**src/rtl/icap_frame_writer.sv**
```systemverilog
// Streams a full partial-reconfiguration write packet (header, FDRI burst from BRAM, pad frame,
// DESYNC tail) into the ICAP. Define ICAP_BITSWAP_EN to bit-reverse every byte on icap_i.
module icap_frame_writer #(
    parameter int unsigned FRAME_WORDS = 101,
    parameter logic [31:0] IDCODE      = 32'h23727093,
    parameter int unsigned ADDR_W      = 10,
    parameter int unsigned BASE_ADDR   = 104,
    parameter int unsigned CNT_W       = 16
) (
    input  logic              clk,
    input  logic              rst,
    input  logic              start,
    input  logic              abort,
    input  logic [CNT_W-1:0]  num_frames,
    input  logic [31:0]       frame_address,
    output logic [ADDR_W-1:0] rd_addr,
    input  logic [31:0]       rd_data,
    output logic [31:0]       icap_i,
    output logic              icap_csib,
    output logic              icap_rdwrb,
    output logic              busy,
    output logic              done,
    output logic              err
);

    localparam int unsigned WW = (FRAME_WORDS > 2) ? $clog2(FRAME_WORDS) : 1;
    localparam logic [WW-1:0] WLAST = WW'(FRAME_WORDS - 1);
    localparam logic [ADDR_W-1:0] BASE = ADDR_W'(BASE_ADDR);

    typedef enum logic [2:0] {
        StIdle, StSetup, StHeader, StData, StPad, StTail, StClose
    } state_e;

    state_e             state_q;
    logic [31:0]        icap_q;
    logic               data_sel_q;
    logic [CNT_W-1:0]   nf_q;
    logic [31:0]        far_q;
    logic [4:0]         idx_q;
    logic [WW-1:0]      wcnt_q;
    logic [CNT_W-1:0]   fcnt_q;
    logic               aborted_q;
    logic [26:0]        wc;
    logic [31:0]        word;

    // FDRI length covers the data frames plus the trailing pad frame.
    assign wc = 27'((32'(nf_q) + 32'd1) * FRAME_WORDS);

    function automatic logic [31:0] hdr_word(input logic [4:0] i, input logic [31:0] far,
                                             input logic [26:0] cnt);
        case (i)
            5'd0:    return 32'hFFFFFFFF;
            5'd1:    return 32'h000000BB;
            5'd2:    return 32'h11220044;
            5'd3:    return 32'hFFFFFFFF;
            5'd4:    return 32'hAA995566;
            5'd5:    return 32'h20000000;
            5'd6:    return 32'h30008001;
            5'd7:    return 32'h00000007;
            5'd8:    return 32'h20000000;
            5'd9:    return 32'h20000000;
            5'd10:   return 32'h30018001;
            5'd11:   return IDCODE;
            5'd12:   return 32'h30002001;
            5'd13:   return far;
            5'd14:   return 32'h20000000;
            5'd15:   return 32'h30008001;
            5'd16:   return 32'h00000001;
            5'd17:   return 32'h20000000;
            5'd18:   return 32'h30004000;
            5'd19:   return {5'b01010, cnt};
            default: return 32'h00000000;
        endcase
    endfunction

    function automatic logic [31:0] tail_word(input logic [2:0] i);
        case (i)
            3'd0, 3'd4: return 32'h30008001;
            3'd1:       return 32'h00000007;
            3'd5:       return 32'h0000000D;
            default:    return 32'h20000000;
        endcase
    endfunction

`ifdef ICAP_BITSWAP_EN
    function automatic logic [31:0] byte_swap_bits(input logic [31:0] w);
        logic [31:0] r;
        for (int i = 0; i < 4; i++) begin
            for (int j = 0; j < 8; j++) begin
                r[8*i+j] = w[8*i+7-j];
            end
        end
        return r;
    endfunction
`endif

    always_ff @(posedge clk or posedge rst) begin
        if (rst) begin
            state_q    <= StIdle;
            icap_q     <= '0;
            data_sel_q <= 1'b0;
            icap_csib  <= 1'b1;
            icap_rdwrb <= 1'b1;
            busy       <= 1'b0;
            done       <= 1'b0;
            err        <= 1'b0;
            rd_addr    <= BASE;
            nf_q       <= '0;
            far_q      <= '0;
            idx_q      <= '0;
            wcnt_q     <= '0;
            fcnt_q     <= '0;
            aborted_q  <= 1'b0;
        end else begin
            done <= 1'b0;
            err  <= 1'b0;
            case (state_q)
                StIdle: begin
                    if (start) begin
                        if (num_frames == '0) begin
                            err <= 1'b1;
                        end else begin
                            nf_q       <= num_frames;
                            far_q      <= frame_address;
                            state_q    <= StSetup;
                            icap_rdwrb <= 1'b0;
                            busy       <= 1'b1;
                            rd_addr    <= BASE;
                            aborted_q  <= 1'b0;
                        end
                    end
                end
                StSetup: begin
                    state_q   <= StHeader;
                    icap_csib <= 1'b0;
                    icap_q    <= hdr_word(5'd0, far_q, wc);
                    idx_q     <= 5'd1;
                end
                StHeader: begin
                    if (idx_q == 5'd20) begin
                        // rd_addr held at BASE through the header, so rd_data already
                        // carries word 0 when DATA begins.
                        state_q    <= StData;
                        data_sel_q <= 1'b1;
                        rd_addr    <= rd_addr + ADDR_W'(1);
                        wcnt_q     <= '0;
                        fcnt_q     <= nf_q;
                    end else begin
                        icap_q <= hdr_word(idx_q, far_q, wc);
                        idx_q  <= idx_q + 5'd1;
                    end
                end
                StData: begin
                    rd_addr <= rd_addr + ADDR_W'(1);
                    if (abort) begin
                        state_q    <= StTail;
                        data_sel_q <= 1'b0;
                        icap_q     <= tail_word(3'd0);
                        idx_q      <= 5'd1;
                        aborted_q  <= 1'b1;
                    end else if (wcnt_q == WLAST) begin
                        wcnt_q <= '0;
                        fcnt_q <= fcnt_q - CNT_W'(1);
                        if (fcnt_q == CNT_W'(1)) begin
                            state_q    <= StPad;
                            data_sel_q <= 1'b0;
                            icap_q     <= '0;
                        end
                    end else begin
                        wcnt_q <= wcnt_q + WW'(1);
                    end
                end
                StPad: begin
                    if (abort || wcnt_q == WLAST) begin
                        state_q   <= StTail;
                        icap_q    <= tail_word(3'd0);
                        idx_q     <= 5'd1;
                        aborted_q <= aborted_q | abort;
                    end else begin
                        wcnt_q <= wcnt_q + WW'(1);
                    end
                end
                StTail: begin
                    if (idx_q == 5'd8) begin
                        state_q   <= StClose;
                        icap_csib <= 1'b1;
                        icap_q    <= '0;
                    end else begin
                        icap_q <= tail_word(idx_q[2:0]);
                        idx_q  <= idx_q + 5'd1;
                    end
                end
                StClose: begin
                    state_q    <= StIdle;
                    icap_rdwrb <= 1'b1;
                    busy       <= 1'b0;
                    done       <= 1'b1;
                    err        <= aborted_q;
                    rd_addr    <= BASE;
                end
                default: state_q <= StIdle;
            endcase
        end
    end

    // BRAM output register feeds icap_i directly during DATA to keep one word per cycle.
    always_comb begin
        word = data_sel_q ? rd_data : icap_q;
`ifdef ICAP_BITSWAP_EN
        icap_i = byte_swap_bits(word);
`else
        icap_i = word;
`endif
    end

endmodule

```
**config.mk**
```make
export PLATFORM = sky130hd
export DESIGN_NAME = icap_frame_writer
export DESIGN_NICKNAME = d
export VERILOG_FILES = /design/src/rtl/icap_frame_writer.sv
export SDC_FILE = /design/constraint.sdc
export NUM_CORES = 1
export LEC_CHECK = 0
export ABC_CLOCK_PERIOD_IN_PS = 6900
export CORE_AREA = 8 8 190 192
export DETAILED_ROUTE_END_ITERATION = 10
export DIE_AREA = 0 0 198 200
export GPL_TIMING_DRIVEN = 1
export PLACE_DENSITY = 0.44
export SYNTH_ARGS = -nofsm -noshare
export SYNTH_HDL_FRONTEND = slang
export SYNTH_SLANG_ARGS = --single-unit
```
**constraint.sdc**
```tcl
create_clock -name clk -period 6.9 [get_ports clk]
set_input_delay 1.38 -clock clk [delete_from_list [all_inputs] [get_ports clk]]
set_output_delay 1.38 -clock clk [all_outputs]
set_load 0.01 [all_outputs]
```
## Yosys cells after proc, flatten, opt, wreduce, memory -nomap -nowiden

Cells that the tools add are included.
Widths: inputs -> output; s select.

- Add/subtract/negate cells: 5
- Multiply operators: 1
- Equality and inequality tests: 44
- Muxes and demuxes: 57
- Bitwise logic cells: 2
- Reductions and logical operators: 27

Operators by type and width:

| cell | number |
|---|---|
| $pmux 32 s14 | 1 |
| $mux 32 | 6 |
| $pmux 32 s5 | 1 |
| $pmux 30 s3 | 1 |
| $mux 16 | 3 |
| $eq 5x4->1 const B | 8 |
| $pmux 10 s4 | 1 |
| $pmux 16 s2 | 1 |
| $mux 10 | 3 |
| $mux 30 | 1 |
| $mux 7 | 4 |
| $eq 5x5->1 const B | 5 |
| $pmux 5 s5 | 1 |
| $mul 17x7->24 const B | 1 |
| $mux 3 | 8 |
| $ne 2x2->1 const B | 11 |
| $pmux 7 s3 | 1 |
| $eq 5x3->1 const B | 4 |
| $mux 5 | 4 |
| $pmux 3 s6 | 1 |
| $add 16x1->17 const B | 1 |
| $eq 16x1->1 const B | 1 |
| $logic_not 16->1 | 1 |
| $reduce_and 4->1 | 4 |
| 29 further kinds | 63 |

- Register bits: 128
- Output and inout port bits: 47
- Logic and storage cells: 151

## Depth between registers and ports, before layout

- Depth in word-level cells: 5
- Gate-level depth with buffers: 22
- Mapped depth without buffers: 21

## Worst setup path after synthesis

No wires, ideal clock.

- Kind: register -> register
- From: register nf_q[3]
- To: register icap_q[19]
- Setup time: 82 ps
- Arrival: 4655 ps
- Setup slack: 2163 ps
- Stages on the path, launching flop included: 23
- Path buffers: 2
- Clock period less this slack: 4737 ps
- Cells stage by stage: dfrtp_1 > clkbuf_1 > and3_1 > nand3_1 > nor2_1 > xor2_1 > ha_1 > inv_1 > fa_1 > inv_1 > ha_1 > inv_1 > fa_1 > inv_1 > ha_1 > clkbuf_1 > nor3_1 > or3_1 > a21oi_1 > a2bb2oi_1 > xor2_1 > nand2_1 > a31oi_1

- Cells in the longest elaborated chain, start to end: 5

Ends and longest elaborated chain:

| item | RTL line | RTL |
|---|---|---|
| from (decl) | 37 | `logic [CNT_W-1:0] nf_q;` |
| from (signal assigned) | 123 | `nf_q <= num_frames;` |
| $add 16x1->17 | 47 | `assign wc = 27'((32'(nf_q) + 32'd1) * FRAME_WORDS);` |
| $mul 17x7->24 | 47 |  |
| $pmux 32 s14 | 51 | `case (i)` |
| $mux 32 | 140 | `if (idx_q == 5'd20) begin` |
| $pmux 32 s5 | 117 | `case (state_q)` |
| to (signal assigned) | 136 | `icap_q <= hdr_word(5'd0, far_q, wc);` |
| to (signal assigned) | 149 | `icap_q <= hdr_word(idx_q, far_q, wc);` |
| to (signal assigned) | 158 | `icap_q <= tail_word(3'd0);` |
| to (decl) | 35 | `logic [31:0] icap_q;` |

Every way passes these cells. The select of a mux whose other input is x is not followed.
A chain may end at the register's enable or synchronous reset.

## Worst setup path in the final report

- From: register nf_q[3]
- To: register icap_q[23]

Same word-level chain as after synthesis.

==> impl_metrics.py <==
metrics = {
    "outcome": {
        "run_status": "completed",
    },
    "logic_synthesis": {
        "ys_ff_latch": 128,
        "synth-main-ff-cell": "dfrtp_1",
        "yosysTopAreaCellShare_pct": 31.5,
        "yosysSeqAreaShare_pct": 32.8,
        "syn-cell-area_mm2": 0.00978,
        "avgSynthCellArea_um2": 8.99,
        "syn-num-nets": 1273,
        "synthArstFlopShare_pct": 100,
        "syn_inst": 1088,
        "yosysWarnings": 0,
        "synth-edff-count": 0,
        "synth_cell_type_count": 70,
        "yosysTopAreaCell": "dfrtp_1",
        "synth_area_leaders": "dfrtp_1, ha_1, mux2_2",
    },
    "clocking": {
        "clk_pin_slew_ns": 0.07,
        "h-tree-depth": 4,
        "root_buffer": "clkbuf_16",
        "post_cts_resized": 0,
        "worstSkewPairLatency_ns": 0.43,
        "tritoncts": "done",
        "clockBufferDepth": 2,
        "cts_buffers": 17,
        "cts_hold_buf": 0,
        "cts_sinks": 128,
        "post-cts-setup-buffer-count": 0,
    },
    "routing": {
        "wire_per_inst_um": 18.0,
        "final_antenna_net_count": 0,
        "drtIter0Drc": 549,
        "drc": 0,
        "drtPass1Iterations": 4,
        "vias": 8180,
        "routed_wl_um": 29700,
        "viasPerCell": 4.95,
    },
    "grt": {
        "grt_usage_pct": 15.0,
        "grt.overflow.total": 0,
        "grt_pass1_vias": 8147,
        "grt_pass1_wl_um": 47100,
        "grt_max_degree": 80,
        "antenna_found_initial": 0,
    },
    "placement": {
        "port_buffers": 130,
        "place_area_mm2": 0.0115,
        "place.gp.congestion": 0.840,
        "hpwl_um": 22700,
    },
    "layout": {
        "final_cell_mix": "clkdlybuf4s50_1, dfrtp_1, inv_1, nand2_1, mux2_2",
        "nNetsFinal": 1375,
        "final_common_cell": "clkdlybuf4s50_1",
        "drive_gt1_share_pct": 11.6,
        "antenna_cells": 0,
        "final_design_area_no_fill_mm2": 0.0122,
        "area_growth_syn_to_layout_pct": 24.6,
    },
    "sta": {
        "worstMarginPinSlew_ns": 1.10,
        "drv_slew": 0,
        "setup_tns_ns": 0,
        "relSlewSlack_pct": 26.7,
        "final.min_clock_period_ns": 5.18,
        "clock.fmax_ghz": 0.193,
        "finalSetupViolCount": 0,
        "rsz0062_at_grt": "false",
        "fin_crit_sh_pct": 75.1,
        "finClkSkew_ns": 0.0179,
        "hold_violations": 0,
    },
    "floorplan": {
        "ios": 131,
        "fp.coreArea_mm2": 0.0331,
        "dieWidth_um": 198,
        "rows": 67,
        "dieHeight_um": 200,
        "die-area_mm2": 0.0396,
        "start_util_pct": 29.5,
    },
    "worst_hold_path": {
        "hold_path_class": "reg -> reg",
    },
    "critical_path": {
        "crit_type": "reg -> reg",
        "worst_setup_path_end_kind": "flop",
        "cp.arrival_ns": 5.54,
        "path_max_fanout": 7,
        "required_ns": 7.26,
        "startpoint_type": "flop",
    },
    "flow_run": {
        "drv_cap": 0,
    },
}
[state kept, by name (all words and copies together) (netlist names), 3 cells and up]
signal,flops
far_q,32
rd_addr,10
wcnt_q,7
icap_q,32
state_q,3
fcnt_q,16
nf_q,16
idx_q,5
[metrics by stage]
step / hold WS (ns) / instances / util, % / setup slack, ns
global placement: 0.470 / 1619 / 34.7 / 1.74
global route: 0.524 / 1651 / 36.8 / 1.27
detailed placement: 0.489 / 1619 / 34.7 / 1.62
CTS: 0.501 / 1651 / 36.8 / 1.63
finish: 0.496 / 1651 / 36.8 / 1.72
floorplan: 0.441 / 1088 / - / 2.12
[logic make-up after synthesis]
group	after synthesis	synth area share, %
xor+xnor	40	3.58
compound gates	272	17.5
fa+ha+maj	102	14.7
flops	128	32.8
buf+inv	165	6.64
mux	87	9.96
simple gates	294	14.8
[per-layer routing]
layer	GRT usage, %	vias to the layer above	part of all wire [%]	wire length [um]
li1	-	4056	-	-
met1	21.5	3915	51	15100
met2	23.0	185	43	12800
met3	3.05	24	4.5	1340
met4	3.54	0	1.3	398
met5	0	-	0	0
[synthesized netlist by cell type, types with 15 or more instances]
library cell / number
nand3_1: 29
dfrtp_1: 123
a31oi_1: 16
mux2_2: 82
nor3_1: 24
a21oi_1: 79
ha_1: 79
xor2_1: 23
nand2_1: 82
fa_1: 22
o21ai_0: 76
clkbuf_1: 34
nor2_1: 67
xnor2_1: 17
o22a_1: 16
nand2b_1: 15
inv_1: 109
[worst max-delay path: stages (launching register included)]
cell and delay [ns]:
dfrtp_1 0.48, and3_1 0.25, nand3_1 0.21, nor2_1 0.19
xor2_1 0.46, ha_1 0.22, inv_1 0.05, fa_1 0.49
inv_1 0.04, ha_1 0.27, inv_1 0.05, fa_1 0.49
inv_1 0.04, ha_1 0.36, a21oi_1 0.35, nand2_1 0.09
a2111oi_0 0.43, a2bb2oi_1 0.21, nor3_1 0.21, a21oi_1 0.06
a31oi_1 0.16
[path summary, 6_finish.rpt]
| check | startpoint | cells after the start | slack (ns) | end |
|---|---|---|---|---|
| min in group asynchronous | rst | 2 | 1.44 | far_q[25]$_DFFE_PP0P_ |
| hold / removal | icap_q[29]$_DFFE_PP0P_ | 1 | 0.50 | icap_q[29]$_DFFE_PP0P_ |
| setup / recovery | nf_q[3]$_DFFE_PP0P_ | 20 | 1.72 | icap_q[23]$_DFFE_PP0P_ |
| setup reg to reg | nf_q[3]$_DFFE_PP0P_ | 20 | 1.72 | icap_q[23]$_DFFE_PP0P_ |
| hold reg to reg | icap_q[29]$_DFFE_PP0P_ | 1 | 0.50 | icap_q[29]$_DFFE_PP0P_ |
| max in group asynchronous | rst | 3 | 4.32 | icap_q[11]$_DFFE_PP0P_ |
[cell type report]
cell class	instances	area, um2
repair buffers	139	1370
fillers	3398	20900
clock buffers	20	457
inverters	109	414
well taps	448	561
multi-input cells	795	5940
flip-flops and latches	128	3210
clock inverters	12	230
Power is left out: the tool's default activity adds up to more than one toggle a clock period on the data nets, which glitch-free logic cannot reach.
